[config.mk]
export PLATFORM = sky130hd
export DESIGN_NAME = wb_sram_arbiter_flat
export DESIGN_NICKNAME = d
export VERILOG_FILES = /design/src/rtl/wb_sram_arb_pkg.sv /design/src/rtl/wb_sram_arbiter_if.sv /design/src/rtl/wb_arb_rr_pick.sv /design/src/rtl/wb_sram_arbiter.sv /design/src/flat_wrapper.sv
export SDC_FILE = /design/constraint.sdc
export NUM_CORES = 1
export LEC_CHECK = 0
export BUFFER_PORTS_ARGS = -buffer_cell sky130_fd_sc_hd__buf_2
export CAP_MARGIN = 15
export CORE_AREA = 2 2 124 126
export DETAILED_ROUTE_END_ITERATION = 7
export DIE_AREA = 0 0 126 128
export PLACE_DENSITY = 0.42
export RECOVER_POWER = 50
export SYNTH_ARGS = -nofsm -noshare
export SYNTH_HDL_FRONTEND = slang
export SYNTH_SLANG_ARGS = --single-unit
[constraint.sdc]
create_clock -name wb_clk_i -period 2.8 [get_ports wb_clk_i]
set_clock_uncertainty 0.1 [all_clocks]
set_input_delay 0.7 -clock wb_clk_i [delete_from_list [all_inputs] [get_ports wb_clk_i]]
set_output_delay 0.7 -clock wb_clk_i [all_outputs]
set_load 0.005 [all_outputs]
[src/rtl/wb_sram_arb_pkg.sv]
// Shared types and constants for the two-master Wishbone SRAM arbiter.
// Owner encoding doubles as the one-hot grant seen on gnt_o.
package wb_sram_arb_pkg;

    typedef enum logic [1:0] {
        IDLE = 2'b00,
        OWN0 = 2'b01,
        OWN1 = 2'b10
    } owner_e;

    // Pointing at master 1 makes master 0 win the first contended grant.
    localparam logic LAST_RST = 1'b1;

    localparam logic [31:0] TIMEOUT_DATA = 32'hDEADBEEF;

endpackage

[src/rtl/wb_sram_arbiter_if.sv]
// One Wishbone classic link: the master modport drives the request,
// the slave modport returns read data and ack.
interface wb_sram_arbiter_if #(
    parameter int AW = 32,
    parameter int DW = 32
) ();

    logic              cyc;
    logic              stb;
    logic              we;
    logic [DW/8-1:0]   sel;
    logic [AW-1:0]     adr;
    logic [DW-1:0]     dat_w;
    logic [DW-1:0]     dat_r;
    logic              ack;

    modport master (
        output cyc, stb, we, sel, adr, dat_w,
        input  dat_r, ack
    );

    modport slave (
        input  cyc, stb, we, sel, adr, dat_w,
        output dat_r, ack
    );

endinterface

[src/rtl/wb_arb_rr_pick.sv]
// Combinational 2-way round-robin choice: a lone requester wins, and on a tie
// the master that did not own the bus last wins. Returns a one-hot grant.
module wb_arb_rr_pick (
    input  logic [1:0] req,
    input  logic       last,
    output logic [1:0] gnt
);

    always_comb begin
        gnt = 2'b00;
        unique case (req)
            2'b01:   gnt = 2'b01;
            2'b10:   gnt = 2'b10;
            2'b11:   gnt = last ? 2'b01 : 2'b10;
            default: gnt = 2'b00;
        endcase
    end

endmodule

[src/rtl/wb_sram_arbiter.sv]
// Round-robin, cycle-locked Wishbone arbiter sharing one SRAM port between two masters.
// Define WB_SRAM_ARB_TIMEOUT_EN to add the stalled-slave watchdog.
module wb_sram_arbiter
    import wb_sram_arb_pkg::*;
#(
    parameter int AW             = 32,
    parameter int DW             = 32,
    parameter int TIMEOUT_CYCLES = 255
) (
    input  logic                     wb_clk_i,
    input  logic                     wb_rst_i,
    wb_sram_arbiter_if.slave         m0,
    wb_sram_arbiter_if.slave         m1,
    wb_sram_arbiter_if.master        s,
    output logic [1:0]               gnt_o,
    output logic                     timeout_o
);

    typedef struct packed {
        logic            cyc;
        logic            stb;
        logic            we;
        logic [DW/8-1:0] sel;
        logic [AW-1:0]   adr;
        logic [DW-1:0]   dat;
    } req_t;

    owner_e     owner;
    owner_e     owner_nxt;
    logic       last;
    logic       arb_point;
    logic [1:0] pick;
    logic       abort;
    req_t       m0_req;
    req_t       m1_req;
    req_t       fwd;

    assign m0_req = '{m0.cyc, m0.stb, m0.we, m0.sel, m0.adr, m0.dat_w};
    assign m1_req = '{m1.cyc, m1.stb, m1.we, m1.sel, m1.adr, m1.dat_w};

    wb_arb_rr_pick u_pick (
        .req  ({m1.cyc, m0.cyc}),
        .last (last),
        .gnt  (pick)
    );

    // NOTE: every signal written here gets a default first, so no latch can be inferred.
    always_comb begin
        arb_point = 1'b1;
        unique case (owner)
            OWN0:    arb_point = !m0.cyc;
            OWN1:    arb_point = !m1.cyc;
            default: arb_point = 1'b1;
        endcase
        owner_nxt = arb_point ? owner_e'(pick) : owner;
    end

    // NOTE: state registers use non-blocking assignment so all of them update from pre-edge values.
    always_ff @(posedge wb_clk_i) begin
        if (wb_rst_i) begin
            owner <= IDLE;
            last  <= LAST_RST;
        end else begin
            owner <= owner_nxt;
            if (arb_point && (pick != 2'b00))
                last <= pick[1];
        end
    end

`ifdef WB_SRAM_ARB_TIMEOUT_EN
    localparam int            CW       = $clog2(TIMEOUT_CYCLES + 1);
    localparam logic [CW-1:0] TO_LIMIT = CW'(TIMEOUT_CYCLES);

    logic [CW-1:0] stall_cnt;
    logic          timeout_q;

    assign abort     = (stall_cnt == TO_LIMIT) && (owner != IDLE);
    assign timeout_o = timeout_q;

    always_ff @(posedge wb_clk_i) begin
        if (wb_rst_i) begin
            stall_cnt <= '0;
            timeout_q <= 1'b0;
        end else begin
            if (abort || s.ack || (owner_nxt != owner))
                stall_cnt <= '0;
            else if (s.stb && !s.ack)
                stall_cnt <= stall_cnt + 1'b1;
            if (abort)
                timeout_q <= 1'b1;
        end
    end
`else
    // Without the watchdog a stalled slave holds the owner; TIMEOUT_CYCLES has no effect.
    assign abort     = 1'b0 && (TIMEOUT_CYCLES > 0);
    assign timeout_o = 1'b0;
`endif

    always_comb begin
        fwd      = '0;
        m0.ack   = 1'b0;
        m0.dat_r = '0;
        m1.ack   = 1'b0;
        m1.dat_r = '0;
        unique case (owner)
            OWN0: begin
                fwd      = m0_req;
                m0.ack   = s.ack;
                m0.dat_r = s.dat_r;
            end
            OWN1: begin
                fwd      = m1_req;
                m1.ack   = s.ack;
                m1.dat_r = s.dat_r;
            end
            default: ;
        endcase
        // An aborted beat is completed towards the owner while the SRAM sees an idle bus.
        if (abort) begin
            fwd.cyc = 1'b0;
            fwd.stb = 1'b0;
            if (owner == OWN0) begin
                m0.ack   = 1'b1;
                m0.dat_r = DW'(TIMEOUT_DATA);
            end else begin
                m1.ack   = 1'b1;
                m1.dat_r = DW'(TIMEOUT_DATA);
            end
        end
    end

    assign s.cyc   = fwd.cyc;
    assign s.stb   = fwd.stb;
    assign s.we    = fwd.we;
    assign s.sel   = fwd.sel;
    assign s.adr   = fwd.adr;
    assign s.dat_w = fwd.dat;
    assign gnt_o   = owner;

endmodule

[src/flat_wrapper.sv]
// flat-port wrapper written by rule: the top's interface ports become plain ports
module wb_sram_arbiter_flat import wb_sram_arb_pkg::*;
#(
    parameter int AW             = 32,
    parameter int DW             = 32,
    parameter int TIMEOUT_CYCLES = 255
)
  (wb_clk_i, wb_rst_i, gnt_o, timeout_o, m0_cyc, m0_stb, m0_we, m0_sel, m0_adr, m0_dat_w, m0_dat_r, m0_ack, m1_cyc, m1_stb, m1_we, m1_sel, m1_adr, m1_dat_w, m1_dat_r, m1_ack, s_cyc, s_stb, s_we, s_sel, s_adr, s_dat_w, s_dat_r, s_ack);
  wb_sram_arbiter_if #(.AW(AW), .DW(DW)) m0_i ();
  wb_sram_arbiter_if #(.AW(AW), .DW(DW)) m1_i ();
  wb_sram_arbiter_if #(.AW(AW), .DW(DW)) s_i ();
  input  logic wb_clk_i;
  input  logic wb_rst_i;
  output logic [1:0] gnt_o;
  output logic timeout_o;
  input wire logic [$bits(m0_i.cyc)-1:0] m0_cyc;
  input wire logic [$bits(m0_i.stb)-1:0] m0_stb;
  input wire logic [$bits(m0_i.we)-1:0] m0_we;
  input wire logic [$bits(m0_i.sel)-1:0] m0_sel;
  input wire logic [$bits(m0_i.adr)-1:0] m0_adr;
  input wire logic [$bits(m0_i.dat_w)-1:0] m0_dat_w;
  output wire logic [$bits(m0_i.dat_r)-1:0] m0_dat_r;
  output wire logic [$bits(m0_i.ack)-1:0] m0_ack;
  input wire logic [$bits(m1_i.cyc)-1:0] m1_cyc;
  input wire logic [$bits(m1_i.stb)-1:0] m1_stb;
  input wire logic [$bits(m1_i.we)-1:0] m1_we;
  input wire logic [$bits(m1_i.sel)-1:0] m1_sel;
  input wire logic [$bits(m1_i.adr)-1:0] m1_adr;
  input wire logic [$bits(m1_i.dat_w)-1:0] m1_dat_w;
  output wire logic [$bits(m1_i.dat_r)-1:0] m1_dat_r;
  output wire logic [$bits(m1_i.ack)-1:0] m1_ack;
  output wire logic [$bits(s_i.cyc)-1:0] s_cyc;
  output wire logic [$bits(s_i.stb)-1:0] s_stb;
  output wire logic [$bits(s_i.we)-1:0] s_we;
  output wire logic [$bits(s_i.sel)-1:0] s_sel;
  output wire logic [$bits(s_i.adr)-1:0] s_adr;
  output wire logic [$bits(s_i.dat_w)-1:0] s_dat_w;
  input wire logic [$bits(s_i.dat_r)-1:0] s_dat_r;
  input wire logic [$bits(s_i.ack)-1:0] s_ack;
  assign m0_i.cyc = m0_cyc;
  assign m0_i.stb = m0_stb;
  assign m0_i.we = m0_we;
  assign m0_i.sel = m0_sel;
  assign m0_i.adr = m0_adr;
  assign m0_i.dat_w = m0_dat_w;
  assign m0_dat_r = m0_i.dat_r;
  assign m0_ack = m0_i.ack;
  assign m1_i.cyc = m1_cyc;
  assign m1_i.stb = m1_stb;
  assign m1_i.we = m1_we;
  assign m1_i.sel = m1_sel;
  assign m1_i.adr = m1_adr;
  assign m1_i.dat_w = m1_dat_w;
  assign m1_dat_r = m1_i.dat_r;
  assign m1_ack = m1_i.ack;
  assign s_cyc = s_i.cyc;
  assign s_stb = s_i.stb;
  assign s_we = s_i.we;
  assign s_sel = s_i.sel;
  assign s_adr = s_i.adr;
  assign s_dat_w = s_i.dat_w;
  assign s_i.dat_r = s_dat_r;
  assign s_i.ack = s_ack;
  wb_sram_arbiter #(.AW(AW), .DW(DW), .TIMEOUT_CYCLES(TIMEOUT_CYCLES)) u_core (.wb_clk_i(wb_clk_i), .wb_rst_i(wb_rst_i), .m0(m0_i), .m1(m1_i), .s(s_i), .gnt_o(gnt_o), .timeout_o(timeout_o));
endmodule
### Yosys cells after proc, flatten, opt, wreduce, memory -nomap -nowiden

Cells that the tools add are included.

* logic and storage cells: 19
* register bits after elaboration: 3
* output and inout port bits: 140
* bits of input ports: 177

* eq/ne operators: 5
* reduce and logical (&&, ||, !) cells: 4
* mux-type cells: 8

Operator list (number)
* one-hot mux 71 bit (2 select lines): 1
* 2-to-1 mux 32 bit: 2
* equality test 2 bit (second input constant): 3
* one-hot mux 2 bit (3 select lines): 1
* equality test 2 x 1 -> 1 bit (second input constant): 2
* zero test 1 bit: 2
* 2-to-1 mux 1 bit: 2
* 2-to-1 mux 2 bit: 1
* one-hot mux 1 bit (2 select lines): 1
* nonzero test 2 bit: 1
* logical AND 1 bit: 1

### Depth between registers and ports, before layout

Gate-level depths: netlist of the first run.

* word-level depth: 4
* depth in mapped cells: 6
* mapped depth without buffers: 5

### Cells and area by module

A second synthesis of the first run with hierarchy kept.

* cell total of the unflattened synthesis: 260
* area total of the unflattened synthesis: 1540.2 um^2

By module, submodules not included
* wb_sram_arbiter: seq. area each 60.1 um^2, instances 1, area each 1521.5 um^2, cells each 257
* wb_arb_rr_pick: seq. area each 0.0 um^2, instances 1, area each 18.8 um^2, cells each 3

### Least setup slack after synthesis of the first run

OpenSTA, ideal clock, no wires.

* path kind: register to output
* from: reg u_core.owner[0] (netlist: u_core.gnt_o[0])
* to: out s_adr[0]
* arrival: 1223 ps
* buffers on the path: 2
* stages on the path, launching flop included: 6
* slack: 777 ps
* path through: dfxtp_1 > inv_1 > ha_1 > buf_2 > clkbuf_1 > nor2_1

* word-level cells in the longest chain between the ends: 2
* elaborated cells on any way between the ends: 3
* those cells by class: 2 x eq/ne; 1 x mux

RTL lines
* start: declaration: line wb_sram_arbiter.sv:28 `owner_e owner;`
* start signal: assignment: line wb_sram_arbiter.sv:64 `owner <= owner_nxt;`
* equality test 2 bit / equality test 2 x 1 -> 1 bit (equally long branches)
* one-hot mux 71 bit (2 select lines) (*): line wb_sram_arbiter.sv:105 `unique case (owner)`
* end: declaration: line flat_wrapper.sv:36 `output wire logic [$bits(s_i.adr)-1:0] s_adr;`

Mark *: on every way between the ends. The rest lies on a longest branch, timed or not.

### Final worst setup path of the first run

* from: reg u_core.owner[0] (netlist: u_core.gnt_o[0])
* to: out s_adr[1]

The elaborated chain is that of the path after synthesis.

==> results of run 1 <==
-- registers in the layout, summed over array words and instances, names as in the netlist --
register      flops
u_core.gnt_o      2
u_core.last       1
-- worst min path at each step --
stage / start / end / slack (ns) / cells after the start
2_1_floorplan: u_core.gnt_o[0]$_SDFFE_PP0P_ / u_core.gnt_o[0]$_SDFFE_PP0P_ / 0.39 / 2
4_1_cts: u_core.last$_SDFFE_PP1P_ / u_core.last$_SDFFE_PP1P_ / 0.45 / 1
3_5_place_dp: u_core.last$_SDFFE_PP1P_ / u_core.last$_SDFFE_PP1P_ / 0.44 / 1
3_3_place_gp: u_core.last$_SDFFE_PP1P_ / u_core.last$_SDFFE_PP1P_ / 0.44 / 1
5_1_grt: u_core.gnt_o[0]$_SDFFE_PP0P_ / u_core.gnt_o[0]$_SDFFE_PP0P_ / 0.47 / 2
6_report: u_core.gnt_o[0]$_SDFFE_PP0P_ / u_core.gnt_o[0]$_SDFFE_PP0P_ / 0.44 / 2
-- Yosys cell counts --
cell,n
dfxtp_1,3
conb_1,1
a22oi_1,71
nand4_1,2
ha_1,2
nand2b_2,1
clkbuf_1,13
buf_2,3
a21oi_1,2
a221o_1,2
and2_1,66
buf_4,15
nand2b_1,1
inv_1,4
nor2_1,71
o21ai_1,2
o221ai_1,1
and2b_1,1
-- placed cells by master (no fill, tap or decap), types with 3 or more instances in the layout --
cell type  instances
buf_12             3
clkbuf_2           8
inv_1              4
buf_4              4
dfxtp_1            3
nor2_1            71
a22oi_1           71
clkbuf_16          3
and2_0             7
clkbuf_1          36
and2_1            59
buf_2            275
-- logic make-up (layout without fill, tap and decap cells) --
group                      after synthesis  in the layout  share of synthesized area
other                                    1              1                   0.002379
buffers and inverters                   35            334                     0.1214
and+or+nand+nor                        142            142                     0.4532
adders and majority gates                2              2                    0.01587
AOI/OAI and AO/OA                       78             78                     0.3690
DFF                                      3              3                    0.03810
-- layer usage --
layer | vias up | track usage | part of all wire
li1 | 1507 | - | -
met1 | 1283 | 0.1251 | 0.41
met2 | 150 | 0.1841 | 0.51
met3 | 4 | 0.01544 | 0.077
met4 | 0 | 0.01293 | 0.0030
met5 | - | 0 | 0
-- through the flow --
stage	cell area, um^2	utilization	instances	hold slack [ns]	total power (W)
after global routing	3385	0.2277	748	0.4664	0.001000
after CTS	3448	0.2320	748	0.4500	0.0009438
after floorplan	1577	-	261	0.3856	0.0003815
final	3385	0.2277	748	0.4448	0.0009126
after global placement	3369	0.2267	744	0.4430	0.0007235
after detailed placement	3369	0.2267	744	0.4373	0.0007135
-- critical path, stage by stage (launching register included) --
cell,delay (ns)
dfxtp_1,0.41
inv_1,0.11
ha_4,0.52
buf_12,0.26
nor2_1,0.08
buf_2,0.13
-- area by class of cell --
| type | instances | share of cell area |
|---|---|---|
| Tap cell | 188 | 0.06950 |
| Multi-Input combinational cell | 223 | 0.3989 |
| Sequential cell | 3 | 0.01774 |
| Inverter | 4 | 0.004436 |
| Timing Repair Buffer | 326 | 0.4861 |
| Clock buffer | 4 | 0.02329 |
-- power by group --
part           internal, W  leakage, nW  total [W]  switching [W]
Combinational     0.000302         1.78   0.000634       0.000332
Sequential       0.0000484       0.0248  0.0000552     0.00000683
Clock             0.000188       0.0382   0.000224      0.0000359
Total             0.000538         1.85   0.000913       0.000374
==> impl_metrics.toml, run 1 <==
[clocking]
h-tree-depth = 1
cts_hold_buf = 0
clk_pin_slew_worst_paths_ns = 0.03
cts_buffers = 3
cts_sinks = 3
cts-root-buf = "clkbuf_16"
insertion_delay_ns = 0.22
cts_buffer_depth = 2
post_cts_buffers = 0
tritoncts = "yes"
cts_resized = 0

[synth]
synth_area_per_cell_um2 = 6.040
synthTopCellsByArea = "a22oi_1 34%, and2_1 26%, nor2_1 17%, buf_4 7.1%, dfxtp_1 3.8%"
synthCells = 261
syn_nets = 440
yosys.area.top_type = "a22oi_1"
ys_seq_area_frac = 0.03810
ys_ff_latch = 3
netlist-cell-type-count = 18
yosys_warnings = 0
synth_top_area_share = 0.3381
synth_area_um2 = 1577

[die]
start_util = 0.1061
die_h_um = 128
ioPinCount = 317
fp.coreArea_um2 = 14860
row_count = 45
dieWidth_um = 126
die_area_um2 = 16130

[critical_path]
worstSetupEndpointType = "primary output"
r2r-start = "u_core.gnt_o[0]$_SDFFE_PP0P_"
cp-start-kind = "register"
cp-endpoint = "s_adr[1]"
arrival_ns = 1.74
r2r_cells = 5
r2r_end = "u_core.gnt_o[1]$_SDFFE_PP0P_"
crit_required_ns = 2.00
r2r_setup_slack_ns = 0.97
critPathLaunch = "u_core.gnt_o[0]$_SDFFE_PP0P_"
critPathMaxFanout = 42
critPathKind = "reg -> out"

[drt]
wl_per_cell_um = 12.50
num_vias = 2944
detail_route.vias_per_cell = 3.936
drtIter0Drc = 111
drc = 0
drt_pass1_iterations = 4
drt-total-wl_um = 9350
drtAntennaViolNets = 0

[timing]
maxClockFrequency_mhz = 394.3
hold_viol_final = 0
final_max_slew_viol_count = 0
rsz0062_at_grt = "false"
setup_ws_ns = 0.2639
min_period_ns = 2.536
finalCritPeriodShare = 0.9058
fin_setup_tns_ns = 0
setup-violations-final = 0

[flow_run]
maxCapViolations = 0

[final_layout]
fin_nets = 740
drive_gt1_frac = 0.5304
multi_input_area_um2 = 1350
num_antenna_cells = 0
nFillCells = 1747
areaGrowthSynthToFinish_pct = 114.7
seqCellArea_um2 = 60.06

[placement]
hpwl_um = 7579
post-place-ws_ns = 0.4556
place_congestion = 0.7289
portBuffers = 315

[grt]
antenna_found_initial = 0
grt_max_degree = 59
grt_pass1_vias = 2568
overflow = 0
grt_usage = 0.09963
grt_pass1_wl_um = 13400

[hold_path]
hp-class = "reg -> reg"

[power]
p_per_area_nw_per_um2 = 269.6
peakVddDrop_v = 0.0002290
p_leak_nw = 1.846

[outcome]
status = "completed"
Note: power is estimated with default switching activity, not from simulation.
==> run 2: changes to the inputs <==
- BUFFER_PORTS_ARGS: -buffer_cell sky130_fd_sc_hd__buf_2 -> unset
- DONT_BUFFER_PORTS: unset -> 1
- PLACE_DENSITY: 0.42 -> 0.3
==> run 2 against run 1 <==
Non-clock buffer count is 322 lower. Worst setup slack lost 0.065 ns. Wire length down 24%. Sequential power increased by 0.9%. Largest cell class is now multi-input gates. Largest power group unchanged. Highest routed layer unchanged.
==> impl_metrics.toml, run 2 (synthesis results as in run 1) <==
[die]
start_util = 0.1061
row_count = 45
die_area_um2 = 16130
ioPinCount = 317
fp.coreArea_um2 = 14860
die_h_um = 128
dieWidth_um = 126

[grt]
antenna_found_initial = 0
overflow = 0
grt_usage = 0.06140
grt_pass1_wl_um = 8045
grt_pass1_vias = 1580
grt_max_degree = 101

[drt]
drt_pass1_iterations = 4
wl_per_cell_um = 16.64
drt-total-wl_um = 7089
detail_route.vias_per_cell = 4.749
drc = 0
num_vias = 2023
drtIter0Drc = 68
drtAntennaViolNets = 0

[final_layout]
multi_input_area_um2 = 1350
largest_reg_flops = 2
final_cell_mix = "71 x a22oi_1, 71 x nor2_1, 33 x and2_0, 33 x and2_1, 4 x inv_1"
fin_nets = 418
num_antenna_cells = 0
seqCellArea_um2 = 60.06
stdcell_count = 426
areaGrowthSynthToFinish_pct = 12.78
nFillCells = 1744
drive_gt1_frac = 0.03782

[clocking]
cts_buffer_depth = 2
tritoncts = "yes"
cts_sinks = 3
clk_pin_slew_worst_paths_ns = 0.03
insertion_delay_ns = 0.23
cts-root-buf = "clkbuf_16"
cts_buffers = 3
h-tree-depth = 1
cts_resized = 0

[timing]
rsz0062_at_grt = "false"
maxClockFrequency_mhz = 384.4
min_period_ns = 2.601
final_max_slew_viol_count = 0
finalCritPeriodShare = 0.9291
hold_viol_final = 0
fin_setup_tns_ns = 0
setup_ws_ns = 0.1986
tightest_slew_ns = 0.7393
setup-violations-final = 0
relSlewSlack = 0.5071

[placement]
hpwl_um = 5294
place_congestion = 0.7271
dp.cells = 421
post-place-ws_ns = 0.2731
portBuffers = 0

[power]
p_leak_nw = 0.4799
p_switching_w = 0.0002979
p_seq_frac = 0.084
p_clk_frac = 0.350
peakVddDrop_v = 0.0003543
netSwitchingFraction = 0.4520
p_per_area_nw_per_um2 = 370.8
comb_power_share = 0.566
p_int_w = 0.0003612

[outcome]
status = "completed"

[flow_run]
maxCapViolations = 0

[critical_path]
cp-endpoint = "s_adr[11]"
r2r_end = "u_core.gnt_o[1]$_SDFFE_PP0P_"
critPathLaunch = "u_core.gnt_o[1]$_SDFFE_PP0P_"
crit_path_cell_trace = "inv_1 > ha_4 > buf_12 > a22oi_1 > nor2_1"
r2r_cells = 5
critPathMaxFanout = 51
critPathKind = "reg -> out"
r2r_setup_slack_ns = 0.70
cp-start-kind = "register"
crit_required_ns = 2.00
cpMaxStageDelayCell = "ha_4"
cpPeakStageDelay_ns = 0.50
r2r-start = "u_core.gnt_o[0]$_SDFFE_PP0P_"
worstSetupEndpointType = "primary output"
arrival_ns = 1.80

[hold_path]
hp-class = "reg -> reg"
-- run 2: changes by cell type in the layout (fill, tap and decap cells not counted), moves of 2 or more --
cell	before	now
buf_12	3	1
and2_0	7	33
buf_2	275	0
and2_1	59	33
clkbuf_1	36	2
buf_4	4	1
clkbuf_2	8	0
-- run 2: what timing repair did --
item / 4_1_cts / 5_1_grt
setup buffers: 0 / 1
setup endpoints to repair: 0 / 4
hold buffers: 0 / 0
-- run 2: metal layers --
metal,global-route usage,up-vias,part of all wire
met4,0.03426,0,0.038
met1,0.06898,971,0.36
met5,0,-,0
li1,-,861,-
met2,0.1116,175,0.51
met3,0.008347,16,0.082
-- run 2: cell type report --
type | instances | share of cell area
inverter | 4 | 0.008445
timing repair buffer | 4 | 0.02182
multi-input combinational | 223 | 0.7593
clock buffer | 4 | 0.04433
sequential | 3 | 0.03378
tap | 188 | 0.1323
-- run 2: worst min-delay path by stage --
stage	from	end	slack, ns	depth (start not counted)
final	u_core.last$_SDFFE_PP1P_	u_core.last$_SDFFE_PP1P_	0.43	1
after detailed placement	u_core.last$_SDFFE_PP1P_	u_core.last$_SDFFE_PP1P_	0.43	1
after global routing	wb_rst_i	u_core.gnt_o[0]$_SDFFE_PP0P_	0.44	1
after floorplan	u_core.gnt_o[0]$_SDFFE_PP0P_	u_core.gnt_o[0]$_SDFFE_PP0P_	0.39	2
after global placement	u_core.last$_SDFFE_PP1P_	u_core.last$_SDFFE_PP1P_	0.43	1
after CTS	wb_rst_i	u_core.gnt_o[1]$_SDFFE_PP0P_	0.44	1
-- run 2: per-stage QoR --
step	util	cell area [um^2]	total power (W)	hold WS, ns
3_5_place_dp	0.1132	1683	0.0004247	0.4338
5_1_grt	0.1196	1778	0.0007036	0.4365
3_3_place_gp	0.1132	1683	0.0004154	0.4342
4_1_cts	0.1185	1762	0.0006588	0.4393
6_report	0.1196	1778	0.0006592	0.4347
2_1_floorplan	-	1577	0.0003815	0.3856
-- run 2: worst max-delay path, delay by kind of cell (launching register included) --
kind / cells / cell delay [ns]
fa+ha+maj: 1 / 0.50
simple gates: 1 / 0.16
compound gates: 1 / 0.10
flops: 1 / 0.36
buf+inv: 2 / 0.43
-- run 2: power by group through the flow --
| stage | registers, W | clock network (W) | logic, W |
|---|---|---|---|
| 2_1_floorplan | 0.0000535 | 0 | 0.000328 |
| 3_3_place_gp | 0.0000563 | 0 | 0.000359 |
| 3_5_place_dp | 0.0000566 | 0 | 0.000368 |
| 4_1_cts | 0.0000559 | 0.000234 | 0.000369 |
| 5_1_grt | 0.0000569 | 0.000238 | 0.000408 |
| 6_report | 0.0000557 | 0.000231 | 0.000373 |
